`src/rtl/i2c_target_rx.sv`:
```
// Write-only I2C target: receives an address byte plus two data bytes and
// commits them as one 7-bit register address / 9-bit data write strobe.
module i2c_target_rx #(
  parameter logic [6:0] DEV_ADDR    = 7'h1A,
  parameter int         SYNC_STAGES = 2
) (
  input  logic       clk_in,
  input  logic       rst_n,
  input  logic       scl_in,
  input  logic       sda_in,
  output logic       sda_oe,
  output logic       wr_valid,
  output logic [6:0] wr_addr,
  output logic [8:0] wr_data,
  output logic       busy
);

  typedef enum logic [2:0] {
    IDLE, ADDR, ACK_A, BYTE1, ACK_1, BYTE2, ACK_2, WAIT_STOP
  } state_t;

  state_t                 state;
  logic [SYNC_STAGES-1:0] scl_sync;
  logic [SYNC_STAGES-1:0] sda_sync;
  logic                   scl_d;
  logic                   sda_d;
  logic                   scl_s;
  logic                   sda_s;
  logic                   scl_rise;
  logic                   scl_fall;
  logic                   start_det;
  logic                   stop_det;
  logic [3:0]             bit_cnt;
  logic [7:0]             shreg;
  logic [6:0]             shadow_addr;
  logic [8:0]             shadow_data;

  // Synchronizers reset to 1 so an idle bus produces no spurious edges.
  always_ff @(posedge clk_in or negedge rst_n) begin
    if (!rst_n) begin
      scl_sync <= '1;
      sda_sync <= '1;
      scl_d    <= 1'b1;
      sda_d    <= 1'b1;
    end else begin
      scl_sync <= {scl_sync[SYNC_STAGES-2:0], scl_in};
      sda_sync <= {sda_sync[SYNC_STAGES-2:0], sda_in};
      scl_d    <= scl_sync[SYNC_STAGES-1];
      sda_d    <= sda_sync[SYNC_STAGES-1];
    end
  end

  assign scl_s     = scl_sync[SYNC_STAGES-1];
  assign sda_s     = sda_sync[SYNC_STAGES-1];
  assign scl_rise  = scl_s & ~scl_d;
  assign scl_fall  = ~scl_s & scl_d;
  assign start_det = scl_s & scl_d & sda_d & ~sda_s;
  assign stop_det  = scl_s & scl_d & ~sda_d & sda_s;

  // START/STOP are checked first so they win over any coincident SCL edge.
  always_ff @(posedge clk_in or negedge rst_n) begin
    if (!rst_n) begin
      state       <= IDLE;
      bit_cnt     <= '0;
      shreg       <= '0;
      shadow_addr <= '0;
      shadow_data <= '0;
      sda_oe      <= 1'b0;
      wr_valid    <= 1'b0;
      busy        <= 1'b0;
      wr_addr     <= '0;
      wr_data     <= '0;
    end else begin
      wr_valid <= 1'b0;
      if (stop_det) begin
        state       <= IDLE;
        bit_cnt     <= '0;
        sda_oe      <= 1'b0;
        busy        <= 1'b0;
        shadow_addr <= '0;
        shadow_data <= '0;
      end else if (start_det) begin
        state       <= ADDR;
        bit_cnt     <= '0;
        sda_oe      <= 1'b0;
        shadow_addr <= '0;
        shadow_data <= '0;
      end else begin
        case (state)
          ADDR, BYTE1, BYTE2: begin
            if (scl_rise && bit_cnt != 4'd8) begin
              shreg   <= {shreg[6:0], sda_s};
              bit_cnt <= bit_cnt + 4'd1;
            end else if (scl_fall && bit_cnt == 4'd8) begin
              bit_cnt <= '0;
              if (state == ADDR) begin
                if (shreg[7:1] == DEV_ADDR && !shreg[0]) begin
                  state  <= ACK_A;
                  sda_oe <= 1'b1;
                  busy   <= 1'b1;
                end else begin
                  state <= IDLE;
                  busy  <= 1'b0;
                end
              end else if (state == BYTE1) begin
                shadow_addr    <= shreg[7:1];
                shadow_data[8] <= shreg[0];
                state          <= ACK_1;
                sda_oe         <= 1'b1;
              end else begin
                shadow_data[7:0] <= shreg;
                state            <= ACK_2;
                sda_oe           <= 1'b1;
              end
            end
          end
          ACK_A: begin
            if (scl_fall) begin
              sda_oe <= 1'b0;
              state  <= BYTE1;
            end
          end
          ACK_1: begin
            if (scl_fall) begin
              sda_oe <= 1'b0;
              state  <= BYTE2;
            end
          end
          ACK_2: begin
            if (scl_fall) begin
              sda_oe   <= 1'b0;
              state    <= WAIT_STOP;
              wr_addr  <= shadow_addr;
              wr_data  <= shadow_data;
              wr_valid <= 1'b1;
            end
          end
          default: begin
          end
        endcase
      end
    end
  end

endmodule

```
`config.mk`:
```
export PLATFORM = sky130hd
export DESIGN_NAME = i2c_target_rx
export DESIGN_NICKNAME = d
export VERILOG_FILES = /design/src/rtl/i2c_target_rx.sv
export SDC_FILE = /design/constraint.sdc
export NUM_CORES = 1
export LEC_CHECK = 0
export CAP_MARGIN = 20
export CORE_MARGIN = 2
export CORE_UTILIZATION = 55
export DETAILED_ROUTE_END_ITERATION = 16
export GPL_TIMING_DRIVEN = 0
export PLACE_DENSITY = 0.77
export SLEW_MARGIN = 20
export SYNTH_ARGS = -nofsm -noshare
export SYNTH_HDL_FRONTEND = slang
export SYNTH_SLANG_ARGS = --single-unit
```
`constraint.sdc`:
```
create_clock -name clk_in -period 4.1 [get_ports clk_in]
set_input_delay 1.025 -clock clk_in [delete_from_list [all_inputs] [get_ports clk_in]]
set_output_delay 1.025 -clock clk_in [all_outputs]
set_load 0.1 [all_outputs]
```
# [After elaboration in Yosys (flattened, before gate mapping)]
# Cells that the tools add are included.
# W data, S select, Z words.
[word_totals] ff_bits=56 output_inout_bits=19 word_cells=123
[classes] reduce_logical=23 muxes=50 n_addsub=1 bitwise_logic=13 n_eq_ne=21
[ops] cell="$mux W9" n=6
[ops] cell="$mux W7" n=7
[ops] cell="$mux W3" n=8
[ops] cell="$ne A4 B4 Y1 const B" n=6
[ops] cell="$mux W4" n=5
[ops] cell="$reduce_and A5 Y1" n=4
[ops] cell="$mux W1" n=19
[ops] cell="$pmux W3 S4" n=1
[ops] cell="$eq A3 B3 Y1 const B" n=3
[ops] cell="$ne A3 B3 Y1 const B" n=3
[ops] cell="$reduce_bool A3 Y1" n=3
[ops] cell="$mux W8" n=1
[ops] cell="$reduce_and A4 Y1" n=2
[ops] cell="$reduce_bool A4 Y1" n=2
[ops] cell="$and A1 B1 Y1" n=7
[ops] cell="$eq A7 B5 Y1 const B" n=1
[ops] cell="$eq A3 B2 Y1 const B" n=2
[ops] cell="$not A1 Y1" n=6
[ops] cell="$reduce_and A6 Y1" n=1
[ops] cell="$reduce_bool A2 Y1" n=3
[ops] cell="$reduce_bool A6 Y1" n=1
[ops] cell="$reduce_or A3 Y1" n=2
[ops] cell="$ne A5 B5 Y1 const B" n=1
[ops] cell="$add A4 B1 Y4 const B" n=1
[ops] cell="other kinds (10)" n=13

# [Logic depth before layout (Yosys ltp)]
[logic_depth] depth_word=9 mapped_depth=7 ltp_nobuf=6

# [Least setup slack after synthesis]
# OpenSTA, ideal clock, no wires.
[synth_timing] kind="register to output" startpoint="register sda_oe" endpoint="output port sda_oe" required_ns=3.075 path_stages_with_launch=1 t_arrival_ns=0.897 slack_ns=2.178 path_cell_list="dfrtp_1"
[synth_rtl] item="start, declared" line_no="11" source="output logic sda_oe,"
[synth_rtl] item="start signal, assigned" line_no="68" source="sda_oe <= 1'b0;"
[synth_rtl] item="start signal, assigned" line_no="78" source="sda_oe <= 1'b0;"
[synth_rtl] item="start signal, assigned" line_no="85" source="sda_oe <= 1'b0;"
# No word-level cell between the ends.

# [Worst setup path in the final report]
[layout_timing] startpoint="register busy" endpoint="output port busy"
[layout_rtl] item="start, declared" line_no="15" source="output logic busy"
[layout_rtl] item="start signal, assigned" line_no="70" source="busy <= 1'b0;"
[layout_rtl] item="start signal, assigned" line_no="79" source="busy <= 1'b0;"
[layout_rtl] item="start signal, assigned" line_no="100" source="busy <= 1'b1;"
# No word-level cell between the ends.

==> flow_summary.toml <==
[sta]
holdWs_ns = 0.3606
slew_violations = 0
worstMarginPinSlew_ns = 0.9731
fin_worst_skew_ns = 0.005187
fin_setup_tns_ns = 0
period_needed_ns = 2.835
max_freq_mhz = 352.7
finalCritPeriodShare = 0.6915
slew-limit-headroom = 0.3493
rsz0062_at_grt = "no"
setup_violations = 0
hold_viol_final = 0

[synthesis]
syn_avg_cell_area_um2 = 12.18
synth-edff-count = 0
netlist_instances = 193
yosys_warnings = 0
netlist_area_um2 = 2351
synth_nets = 199
synth_seq_cells = 56
ys_seq_area_frac = 0.5993
yosys_most_used_dff = "dfrtp_1"
ys_types = 36
synth_async_sr_flop_share = 1.000

[drt]
drt-total-wl_um = 4163
firstDrtPassIters = 4
drt_iter0_drc = 117
wl_per_cell_um = 15.25
vias = 1557
ant_nets = 0
drc = 0
drt-vias-per-instance = 5.703

[setup_path]
cp-start-kind = "register"
cp_slowest_cell = "clkdlybuf4s50_1"
worst-path-buf-inv = 1
rrSetupSlack_ns = 2.13
worstSetupEndpointType = "output port"
critPathMaxFanout = 2
reg2reg_from = "scl_d"
arrival_ns = 1.81
cp.required_ns = 3.07
cpPeakStageDelay_ns = 1.13
crit_type = "register to output port"
r2r_cells = 5
crit_chain = "clkdlybuf4s50_1"
crit_family = "buffers and inverters"
r2r-end = "wr_addr[2]"

[clock_network]
cts_setup_buffers = 0
postCtsHoldBufs = 0
clock_path_buffers = 2
cts_sinks = 56
clkLatencyLatePin_ns = 0.31
cts-htree-levels = 2
clkTransAtPathRegs_ns = 0.10
cts_resized = 0
cts_tree = "built"
numCtsBuffers = 5
root_buffer = "clkbuf_8"

[die]
die-width_um = 69.38
initial_utilization = 0.5794
boundaryPins = 23
coreArea_um2 = 4058
die-area_um2 = 4814
chipHeight_um = 69.38
rows = 23

[cells_and_area]
fin_nets = 228
diodes = 0
syn_to_final_growth_pct = 16.23
drive_above_1_share = 0.2287
multiInputGateArea_um2 = 875.8
final_core_util = 0.6735
num-fill-cells = 294
ff_latch_area_um2 = 1409

[power_and_ir_drop]
power_density_nw_per_um2 = 420.4
p_leak_nw = 1.210
p_seq_frac = 0.595
p_comb_frac = 0.126
switching_share = 0.2799
peakVddDrop_uv = 219.5
pwr-share-clk = 0.279
intPower_mw = 0.8271
power.switching_mw = 0.3215

[global_routing]
grt_pass1_wl_um = 7507
grt_max_degree = 57
grt_pass1_vias = 1593
antenna_found_initial = 0
grtUsageTotal = 0.1946
grt-ovfl-total = 0

[placed_design]
gp_congestion = 0.8363
port_buffers = 22
dp.final_hpwl_um = 2971

[run_status]
outcome = "finished, final reports clean"

[worst_hold_path]
hp-class = "register to register"
min_to = "scl_sync[1]"
min_path_cells = 0
hold_start = "scl_sync[0]"

[run]
max_cap_violations = 0
==> cell usage in the layout (no fill, tap or decap), types with 3 or more instances in the layout <==
cell type	netlist	layout
nand3_1	3	3
dfrtp_1	50	50
a21oi_1	4	4
o21ai_0	20	20
nor4_4	3	3
mux2_2	24	24
inv_1	7	7
a32o_1	3	3
nor2_1	4	4
clkbuf_8	0	6
clkdlybuf4s50_1	0	21
nand2_1	36	36
dfstp_2	6	6
==> cell usage after synthesis, drive strengths merged (2+ instances only) <==
library cell	instances	area (um2)
a21boi	2	15.01
nor4	3	63.81
clkbuf	2	7.510
nand3	3	15.01
inv	7	26.28
a31oi	2	12.51
nor3	2	10.01
ha	2	25.02
nand2	36	135.1
buf	4	32.53
nand2b	2	12.51
dfstp	6	157.7
a32o	3	30.03
dfrtp	50	1251
nor2	4	15.01
o21ai	20	100.1
a21oi	4	20.02
mux2	24	270.3
==> sequential cells by signal (all words and copies together) (netlist names), 3 cells and up <==
name	cells
wr_data	9
state	3
shadow_data	9
bit_cnt	4
shadow_addr	7
shreg	8
wr_addr	7
==> cell type report <==
cell class,count,share of cell area
Sequential cell,56,0.5156
Timing Repair Buffer,22,0.07967
Inverter,7,0.009615
Multi-Input combinational cell,124,0.3205
Clock inverter,2,0.006868
Clock buffer,6,0.03022
Tap cell,50,0.02289
Buffer,6,0.01465
==> worst max-delay path by stage <==
| stage | startpoint | to | slack (ns) | cells after the start |
|---|---|---|---|---|
| finish | busy | busy | 1.26 | 1 |
| global placement | rst_n | wr_data[3] | 0.44 | 1 |
| detailed placement | wr_data[5] | wr_data[5] | 1.60 | 1 |
| floorplan | sda_oe | sda_oe | 2.18 | 0 |
| global route | wr_data[5] | wr_data[5] | 1.21 | 1 |
| CTS | wr_data[5] | wr_data[5] | 1.25 | 1 |
==> cells by family (layout without fill, tap and decap cells) <==
group | Yosys count | in the layout | synth area share
adder cells (fa/ha/maj) | 2 | 2 | 0.01064
AO/OA/AOI/OAI | 39 | 39 | 0.1033
AND/OR/NAND/NOR | 57 | 57 | 0.1362
multiplexers | 24 | 24 | 0.1150
flip-flops | 56 | 56 | 0.5993
buffers and inverters | 13 | 43 | 0.02821
XOR/XNOR | 2 | 2 | 0.007452
==> power groups by stage <==
stage | registers (mW) | logic (mW) | clock network, mW
final | 0.684 | 0.145 | 0.320
after detailed placement | 0.692 | 0.145 | 0
after global routing | 0.694 | 0.161 | 0.359
after floorplan | 0.668 | 0.112 | 0
after global placement | 0.684 | 0.135 | 0
after CTS | 0.681 | 0.146 | 0.329
==> through the flow <==
| step | total power, mW | setup WS (ns) | instance area, um2 | instances |
|---|---|---|---|---|
| 6_report | 1.149 | 1.265 | 2733 | 273 |
| 5_1_grt | 1.214 | 1.206 | 2733 | 273 |
| 4_1_cts | 1.156 | 1.247 | 2733 | 273 |
| 3_5_place_dp | 0.8372 | 1.603 | 2631 | 265 |
| 3_3_place_gp | 0.8188 | 0.4357 | 2634 | 265 |
| 2_1_floorplan | 0.7799 | 2.178 | 2351 | 193 |
==> routing by layer <==
| layer | global-route usage | routed length (um) | share of wire | vias to the layer above |
|---|---|---|---|---|
| met2 | 0.3162 | 2027 | 0.49 | 34 |
| li1 | - | - | - | 735 |
| met1 | 0.2542 | 1909 | 0.46 | 780 |
| met4 | 0.06972 | 68 | 0.016 | 0 |
| met3 | 0.04942 | 156 | 0.037 | 8 |
| met5 | 0 | 0 | 0 | - |
(Power assumes the default switching activity.)
